===== config.mk =====
export PLATFORM = sky130hd
export DESIGN_NAME = reg_scoreboard_flat
export DESIGN_NICKNAME = d
export VERILOG_FILES = /design/src/rtl/reg_scoreboard_if.sv /design/src/rtl/reg_scoreboard.sv /design/src/flat_wrapper.sv
export SDC_FILE = /design/constraint.sdc
export NUM_CORES = 1
export LEC_CHECK = 0
export CAP_MARGIN = 40
export CELL_PAD_IN_SITES_DETAIL_PLACEMENT = 2
export CELL_PAD_IN_SITES_GLOBAL_PLACEMENT = 2
export CORE_AREA = 3 3 157 175
export DETAILED_ROUTE_END_ITERATION = 12
export DIE_AREA = 0 0 160 178
export PLACE_DENSITY = 0.75
export SYNTH_ARGS = -nofsm -noshare
export SYNTH_HDL_FRONTEND = slang
export SYNTH_SLANG_ARGS = --single-unit
export TNS_END_PERCENT = 30

===== constraint.sdc =====
create_clock -name clk -period 5.6 [get_ports clk]
set_input_delay 1.4 -clock clk [delete_from_list [all_inputs] [get_ports clk]]
set_output_delay 1.4 -clock clk [all_outputs]
set_load 0.02 [all_outputs]

===== src/rtl/reg_scoreboard_if.sv =====
`default_nettype none
// ============================================================================
//  Module      : reg_scoreboard_if
//  Description : Pipeline-side bundle for the register-write scoreboard:
//                Id source/destination info, Ex kill, Wb retirement, and
//                the stall / pending / error results returned to decode.
//  Revision    : 1.0 - initial release
// ============================================================================
interface reg_scoreboard_if;
    // Id stage
    logic [4:0]  IdRs;
    logic [4:0]  IdRt;
    logic        IdUseRs;
    logic        IdUseRt;
    logic [4:0]  IdRd;
    logic        IdWb;
    logic        IdIssue;
    // Ex stage
    logic [4:0]  ExRd;
    logic        ExWb;
    logic        ExKill;
    // Wb stage
    logic [4:0]  WbRd;
    logic        WbWb;
    // Results
    logic        Stall;
    logic [31:0] PendingMask;
    logic        Error;

    // Pipeline side: drives stage information, consumes the stall
    modport master (
        output IdRs, IdRt, IdUseRs, IdUseRt, IdRd, IdWb, IdIssue,
        output ExRd, ExWb, ExKill,
        output WbRd, WbWb,
        input  Stall, PendingMask, Error
    );

    // Scoreboard side
    modport slave (
        input  IdRs, IdRt, IdUseRs, IdUseRt, IdRd, IdWb, IdIssue,
        input  ExRd, ExWb, ExKill,
        input  WbRd, WbWb,
        output Stall, PendingMask, Error
    );
endinterface
`default_nettype wire


===== src/rtl/reg_scoreboard.sv =====
`default_nettype none
// ============================================================================
//  Module      : reg_scoreboard
//  Description : Per-GPR in-flight write counter. Issue from Id adds a
//                pending write; Wb retirement or an Ex kill removes one.
//                Decode stalls on RAW hazards against unretired writes and
//                when a destination counter is saturated. Wb retirement is
//                bypassed into the hazard check (write-through regfile).
//  Revision    : 1.0 - initial release
// ============================================================================
module reg_scoreboard #(
    parameter int CNTW = 2
) (
    input  wire logic      clk,
    input  wire logic      reset,
    reg_scoreboard_if.slave sb
);

    localparam logic        [CNTW-1:0] c_CNT_MAX = '1;
    localparam logic        [CNTW-1:0] c_CNT_ONE = CNTW'(1);
    localparam logic signed [CNTW+1:0] c_SUM_MAX = $signed({2'b00, c_CNT_MAX});

    // Per-register status vectors; bit 0 is r0, which is never tracked
    logic [31:0] w_busy;     // pending write not retiring this cycle
    logic [31:0] w_full;     // counter saturated and not retiring this cycle
    logic [31:0] w_pending;  // registered counter is non-zero
    logic [31:0] w_clamp;    // next-count clamp fired this cycle
    logic        w_stall;
    logic        r_error;

    assign w_busy[0]    = 1'b0;
    assign w_full[0]    = 1'b0;
    assign w_pending[0] = 1'b0;
    assign w_clamp[0]   = 1'b0;

    // Stall does not look at IdIssue, so the issue qualifier below that
    // depends on it does not close a combinational loop.
    assign w_stall = (sb.IdUseRs && w_busy[sb.IdRs])
                  || (sb.IdUseRt && w_busy[sb.IdRt])
                  || (sb.IdWb    && w_full[sb.IdRd]);

    for (genvar r = 1; r < 32; r++) begin : g_reg
        logic [CNTW-1:0]        r_cnt;
        logic                   w_ret;
        logic                   w_inc;
        logic                   w_kill;
        logic signed [CNTW+1:0] w_sum;
        logic [CNTW-1:0]        w_next;
        logic                   w_err;

        assign w_ret  = sb.WbWb && (sb.WbRd == 5'(r));
        assign w_kill = sb.ExKill && sb.ExWb && (sb.ExRd == 5'(r));
        assign w_inc  = sb.IdIssue && !w_stall && sb.IdWb && (sb.IdRd == 5'(r));

        // Busy means (Cnt - Ret) > 0; only a count of exactly one can be
        // cancelled by a same-cycle retirement.
        assign w_busy[r]    = (r_cnt != '0) && !((r_cnt == c_CNT_ONE) && w_ret);
        assign w_full[r]    = (r_cnt == c_CNT_MAX) && !w_ret;
        assign w_pending[r] = (r_cnt != '0);

        // Issue, retire and kill net out arithmetically with two guard bits
        assign w_sum = $signed({2'b00, r_cnt})
                     + $signed({{(CNTW+1){1'b0}}, w_inc})
                     - $signed({{(CNTW+1){1'b0}}, w_ret})
                     - $signed({{(CNTW+1){1'b0}}, w_kill});

        // Saturate the next count into [0, max] and flag any clamp
        always_comb begin
            w_next = w_sum[CNTW-1:0];
            w_err  = 1'b0;
            if (w_sum[CNTW+1]) begin
                w_next = '0;
                w_err  = 1'b1;
            end else if (w_sum > c_SUM_MAX) begin
                w_next = c_CNT_MAX;
                w_err  = 1'b1;
            end
        end

        assign w_clamp[r] = w_err;

        // Pending-write counter for this register
        always_ff @(posedge clk) begin
            if (reset) begin
                r_cnt <= '0;
            end else begin
                r_cnt <= w_next;
            end
        end
    end

    // Sticky error: any underflow or overflow clamp until reset
    always_ff @(posedge clk) begin
        if (reset) begin
            r_error <= 1'b0;
        end else if (|w_clamp) begin
            r_error <= 1'b1;
        end
    end

    assign sb.Stall       = w_stall;
    assign sb.PendingMask = w_pending;
    assign sb.Error       = r_error;

endmodule
`default_nettype wire


===== src/flat_wrapper.sv =====
// flat-port wrapper written by rule: the top's interface ports become plain ports
module reg_scoreboard_flat 
#(
    parameter int CNTW = 2
)
  (clk, reset, sb_IdRs, sb_IdRt, sb_IdUseRs, sb_IdUseRt, sb_IdRd, sb_IdWb, sb_IdIssue, sb_ExRd, sb_ExWb, sb_ExKill, sb_WbRd, sb_WbWb, sb_Stall, sb_PendingMask, sb_Error);
  reg_scoreboard_if sb_i ();
  input  wire logic clk;
  input  wire logic reset;
  input wire logic [$bits(sb_i.IdRs)-1:0] sb_IdRs;
  input wire logic [$bits(sb_i.IdRt)-1:0] sb_IdRt;
  input wire logic [$bits(sb_i.IdUseRs)-1:0] sb_IdUseRs;
  input wire logic [$bits(sb_i.IdUseRt)-1:0] sb_IdUseRt;
  input wire logic [$bits(sb_i.IdRd)-1:0] sb_IdRd;
  input wire logic [$bits(sb_i.IdWb)-1:0] sb_IdWb;
  input wire logic [$bits(sb_i.IdIssue)-1:0] sb_IdIssue;
  input wire logic [$bits(sb_i.ExRd)-1:0] sb_ExRd;
  input wire logic [$bits(sb_i.ExWb)-1:0] sb_ExWb;
  input wire logic [$bits(sb_i.ExKill)-1:0] sb_ExKill;
  input wire logic [$bits(sb_i.WbRd)-1:0] sb_WbRd;
  input wire logic [$bits(sb_i.WbWb)-1:0] sb_WbWb;
  output wire logic [$bits(sb_i.Stall)-1:0] sb_Stall;
  output wire logic [$bits(sb_i.PendingMask)-1:0] sb_PendingMask;
  output wire logic [$bits(sb_i.Error)-1:0] sb_Error;
  assign sb_i.IdRs = sb_IdRs;
  assign sb_i.IdRt = sb_IdRt;
  assign sb_i.IdUseRs = sb_IdUseRs;
  assign sb_i.IdUseRt = sb_IdUseRt;
  assign sb_i.IdRd = sb_IdRd;
  assign sb_i.IdWb = sb_IdWb;
  assign sb_i.IdIssue = sb_IdIssue;
  assign sb_i.ExRd = sb_ExRd;
  assign sb_i.ExWb = sb_ExWb;
  assign sb_i.ExKill = sb_ExKill;
  assign sb_i.WbRd = sb_WbRd;
  assign sb_i.WbWb = sb_WbWb;
  assign sb_Stall = sb_i.Stall;
  assign sb_PendingMask = sb_i.PendingMask;
  assign sb_Error = sb_i.Error;
  reg_scoreboard #(.CNTW(CNTW)) u_core (.clk(clk), .reset(reset), .sb(sb_i));
endmodule

# After elaboration in Yosys (flattened, before gate mapping)
# Cells that the tools add are included.
dict set report totals {
  register_bits 63
  out_inout_bits 34
  elab_cells 733
}
dict set report classes {
  n_addsub 93
  magnitude_cmp 34
  eq_ne 155
  n_mux 99
  n_reduce_logical 320
}
# operator count
set op_table {}
lappend op_table {{subtractor 4 x 2 -> 4 bit} 62}
lappend op_table {{== test 5 bit (second input constant)} 48}
lappend op_table {{logical AND 1 bit} 192}
lappend op_table {{greater-than comparator 4 x 3 -> 1 bit (second input constant)} 31}
lappend op_table {{== test 5 x 4 -> 1 bit (second input constant)} 24}
lappend op_table {{adder 2 x 1 -> 3 bit} 31}
lappend op_table {{2-to-1 mux 1 bit} 65}
lappend op_table {{logical NOT 1 bit} 63}
lappend op_table {{== test 2 x 1 -> 1 bit (second input constant)} 31}
lappend op_table {{== test 2 bit (second input constant)} 31}
lappend op_table {{2-to-1 mux 2 bit} 31}
lappend op_table {{nonzero test 2 bit} 31}
lappend op_table {{OR reduction 2 bit} 31}
lappend op_table {{== test 5 x 3 -> 1 bit (second input constant)} 12}
lappend op_table {{OR reduction 31 bit} 1}
lappend op_table {{== test 5 x 2 -> 1 bit (second input constant)} 6}
lappend op_table {{less-than comparator 5 x 6 -> 1 bit (second input constant)} 3}
lappend op_table {{binary-select mux 1 bit (select 5 bit)} 3}
lappend op_table {{== test 5 x 1 -> 1 bit (second input constant)} 3}
lappend op_table {{logical OR 1 bit} 2}

# Longest topological paths before layout
dict set report logic_depth {
  ltp_word 21
  depth_mapped 21
  depth_no_buf 17
}

# Least setup slack after synthesis
# Ideal clock, no wire load.
dict set report synth_path {
  kind {input port to flip-flop}
  from {in sb_IdRd[0]}
  to {reg u_core.r_error (netlist: u_core.sb.Error)}
  setup_time_ns 0.133
  arrival_time_ns 5.374
  required_time_ns 5.467
  slack_ns 0.093
  path_stages 19
  path_buffers 3
  cell_sequence {clkbuf_1 -> buf_2 -> nand3_1 -> a21oi_1 -> a32oi_1 -> a2111oi_0 -> nand4b_1 -> o41ai_4 -> buf_6 -> nor4_2 -> ha_1 -> inv_1 -> fa_1 -> ha_1 -> nor3_1 -> a21oi_1 -> or4_1 -> nor4_1 -> a31oi_1}
}
dict set report synth_between {
  elab_chain_cells 15
  word_cells_on_any_way 256
}
# item line_no
set synth_lines {}
lappend synth_lines {{start: declaration} flat_wrapper.sv:14} ;# input wire logic [$bits(sb_i.IdRd)-1:0] sb_IdRd;
lappend synth_lines {{binary-select mux 1 bit (select 5 bit)} reg_scoreboard.sv:40} ;# || (sb.IdWb && w_full[sb.IdRd]);
lappend synth_lines {{2-to-1 mux 1 bit (not written as such)} reg_scoreboard.sv:40}
lappend synth_lines {{logical AND 1 bit} reg_scoreboard.sv:40}
lappend synth_lines {{logical OR 1 bit} reg_scoreboard.sv:40}
lappend synth_lines {{logical NOT 1 bit} reg_scoreboard.sv:53} ;# assign w_inc = sb.IdIssue && !w_stall && sb.IdWb && (sb.IdRd == 5'(r));
lappend synth_lines {{logical AND 1 bit (3 in series)} reg_scoreboard.sv:53}
lappend synth_lines {{adder 2 x 1 -> 3 bit} reg_scoreboard.sv:63} ;# + $signed({{(CNTW+1){1'b0}}, w_inc})
lappend synth_lines {{subtractor 4 x 2 -> 4 bit} reg_scoreboard.sv:64} ;# - $signed({{(CNTW+1){1'b0}}, w_ret})
lappend synth_lines {{subtractor 4 x 2 -> 4 bit} reg_scoreboard.sv:65} ;# - $signed({{(CNTW+1){1'b0}}, w_kill});
lappend synth_lines {{greater-than comparator 4 x 3 -> 1 bit} reg_scoreboard.sv:74} ;# end else if (w_sum > c_SUM_MAX) begin
lappend synth_lines {{2-to-1 mux 1 bit} reg_scoreboard.sv:74}
lappend synth_lines {{2-to-1 mux 1 bit} reg_scoreboard.sv:71} ;# if (w_sum[CNTW+1]) begin
lappend synth_lines {{OR reduction 31 bit *} reg_scoreboard.sv:96} ;# end else if (|w_clamp) begin
lappend synth_lines {{end signal: assignment} reg_scoreboard.sv:95} ;# r_error <= 1'b0;
lappend synth_lines {{end signal: assignment} reg_scoreboard.sv:97} ;# r_error <= 1'b1;
lappend synth_lines {{end: declaration} reg_scoreboard.sv:29} ;# logic r_error;
# Mark *: on every way between the ends. The rest lies on a longest branch, timed or not. The select of a mux whose other input is x is not followed.
# A chain may end at the register's enable or synchronous reset.

# Worst setup path in the final report
# Ends and elaborated chain as after synthesis.

==> flow_summary.toml <==
[outcome]
outcome = "complete, but fails checks"
violations = "negative setup slack"

[power]
pwr_density_cell_mw_per_mm2 = 149
sw_frac_of_total_pct = 41.0
p_clk_share_pct = 32.3
comb_power_share_pct = 42.5
seqPwrFrac_pct = 25.2
ir_drop_v = 0.000167
p_int_mw = 1.19
leakage_nw = 5.75
p_total_mw = 2.01
p_sw_mw = 0.825

[worst_hold_path]
min-delay-start = "u_core.sb.Error"
hold_depth = 5
hold_class = "flop to flop"

[logic_synthesis]
synthDistinctLibCells = 68
avgSynthCellArea_sq_um = 7.66
synth_nets = 1233
ys.warnings.count = 0
netlist_area_sq_mm = 0.00824
synth_edf_count = 0
synth_ff_type = "dfxtp_1"
synth-seq-cells = 63
synth_top_area_share_pct = 15.3
synthArstFlopShare_pct = 0
synth_cells = 1075
ys_seq_area_share_pct = 15.3
yosysTopAreaCell = "dfxtp_1"
synthTopCellsByArea = "dfxtp_1, ha_1, fa_1"

[critical_path]
slowest_stage = "o41ai_4"
r2r.worst_path.cells = 20
path_depth = 23
required_ns = 5.83
endpoint_kind = "flop"
path_class = "input port to flop"
critPathTopFamily = "compound AO/OA/AOI/OAI gates"
cpPeakStageDelay_ns = 0.47
path_common_cell = "buf_4"
worstPathCellList = "dlygate4sd2_1, buf_6, buf_4, nand3_2, o21ai_2, buf_4, a32oi_4, a2111oi_4, nand4b_1, o41ai_4, buf_4, buf_12, buf_6, nor4_4, ha_1, inv_2, fa_2, ha_4, xor2_1, a2111oi_4, nand4_1, nor4_4, a31oi_1"
cp-start-kind = "input port"
cp_num_buf_inv = 8
cp_max_fo = 6
crit_path_start = "sb_IdRd[0]"
r2r_start = "u_core.g_reg[23].r_cnt[1]"
critPathArrivalTime_ns = 6.61

[die]
ios = 68
dieArea_sq_mm = 0.0285
rows = 62
start_util_pct = 31.8
die_h_um = 178
die_x_um = 160
core_area_sq_mm = 0.0259

[clock_tree]
cts_tree = "done"
cts_num_sinks = 63
cts-buffers-inserted = 9
hold_buffers = 0
cts_max_level = 3
path_clk_slew_ns = 0.07
root_buffer = "clkbuf_16"
clk_path_buf_depth = 2
worstSkewPairLatency_ns = 0.39

[sta]
setup_viol_count_final = 32
grt_setup_unrepaired = "true"
hold_viol = 0
fmax_mhz = 157
layout_setup_ws_ns = -0.783
max_slew.worst_pin.slew_ns = 0.886
drv_slew = 0
finClkSkew_ns = 0.0154
relSlewSlack_pct = 40.9
finalCritPeriodShare_pct = 114
final.min_clock_period_ns = 6.38

[drt]
ant_nets = 0
wl_per_cell_um = 37.8
route.detailed.drc = 0
dr.pass1.iters = 7
postRouteWirelength_um = 68200
avgViaCountPerCell = 6.61
drt_iter0_markers = 1223
vias = 11900

[final_layout]
antennaDiodeCount = 0
layout_commonest_cell = "buf_4"
nNetsFinal = 1606
drive_above_1_share_pct = 41.5
syn2layout_area_growth_pct = 63.6
mostFrequentLayoutCells = "buf_4, nor2_1, inv_1, ha_1, a21oi_1"
fill_cells = 2814

[global_routing]
antenna_found_initial = 1
grt_pass1_wl_um = 82700
grt.overflow.total = 0
first_global_vias = 12500
grt.total_usage_pct = 38.7
grt_start_max_net_pins = 64

[job]
cap_violations = 0

[placement]
dp_slack_ns = -1.59
dp.final_hpwl_um = 35100
portBuffers = 66
routabilityCongestion = 1.03
==> state kept, by name, indices dropped and copies added, names as in the netlist <==
name	cells
u_core.sb.Error	1
u_core.g.r_cnt	62
==> area by class of cell <==
class / instances / area, sq um / area share (%)
Clock buffer: 12 / 246 / 1.83
Clock inverter: 4 / 45.0 / 0.334
Inverter: 106 / 402 / 2.98
Multi-Input combinational cell: 852 / 7540 / 56.0
Sequential cell: 63 / 1260 / 9.36
Tap cell: 352 / 440 / 3.27
Timing Repair Buffer: 416 / 3540 / 26.2
==> cell families (layout without fill, tap and decap cells) <==
logic type,count (synthesis),after routing,synth area share [%]
adders and majority gates,124,124,21.7
other,1,1,0.0455
muxes,2,2,0.243
AOI/OAI and AO/OA,244,244,20.9
buffers and inverters,160,538,8.05
and+or+nand+nor,460,460,31.6
xor gates and xnor gates,21,21,2.23
DFF,63,63,15.3
==> power by group through the flow <==
stage / clock (mW) / combinational (mW) / sequential, mW
finish: 0.649 / 0.855 / 0.507
global route: 0.666 / 0.870 / 0.505
CTS: 0.614 / 0.649 / 0.498
detailed placement: 0 / 0.571 / 0.505
global placement: 0 / 0.543 / 0.504
floorplan: 0 / 0.286 / 0.491
==> worst register-to-register path: cells and delay by family (launching register included) <==
kind	cells	cell delay, ns
compound gates	6	1.72
xor+xnor	1	0.18
fa+ha+maj	3	0.97
buf+inv	5	0.72
flops	1	0.64
simple gates	5	1.21
==> repair_timing <==
item	4_1_cts	5_1_grt
pin swaps	37	77
endpoints found under the setup margin	64	10
gates resized for setup	163	172
gates cloned	3	1
setup buffers	17	49
==> worst paths after layout <==
check	endpoint	slack, ns
worst max-delay path	u_core.sb.Error	-0.78
worst min-delay path	u_core.sb.Error	0.93
worst max register to register	u_core.sb.Error	0.01
worst min register to register	u_core.sb.Error	0.93
==> synth_stat cells, drive strengths merged (12+ instances only) <==
master,n
a211oi,22
a21oi,88
a311oi,51
a31oi,12
buf,19
clkbuf,35
dfxtp,63
fa,31
ha,93
inv,106
nand2,58
nand2b,38
nand3,36
nand4,16
nor2,124
nor2b,35
nor3,35
nor4,42
or2,36
xnor2,13
==> metal layers <==
| layer | vias to the layer above | GRT usage [%] | share of wire (%) | routed length [um] |
|---|---|---|---|---|
| met1 | 5913 | 41.2 | 36 | 24400 |
| li1 | 4647 | - | - | - |
| met2 | 901 | 67.4 | 45 | 30800 |
| met4 | 2 | 28.5 | 11 | 7410 |
| met5 | - | 0 | 0.023 | 16 |
| met3 | 468 | 8.64 | 8.2 | 5560 |
==> per-stage QoR <==
step	hold WS [ns]	utilization [%]	instances	setup TNS (ns)	instance area, sq um
floorplan	0.693	-	1075	0	8240
global placement	0.797	43.5	1723	-27.04	11300
global route	0.940	52.0	1805	-6.86	13500
detailed placement	0.828	43.5	1723	-31.21	11300
finish	0.931	52.0	1805	-4.36	13500
CTS	0.860	47.6	1759	-0.256	12300
Note: power is estimated with default switching activity, not from simulation.
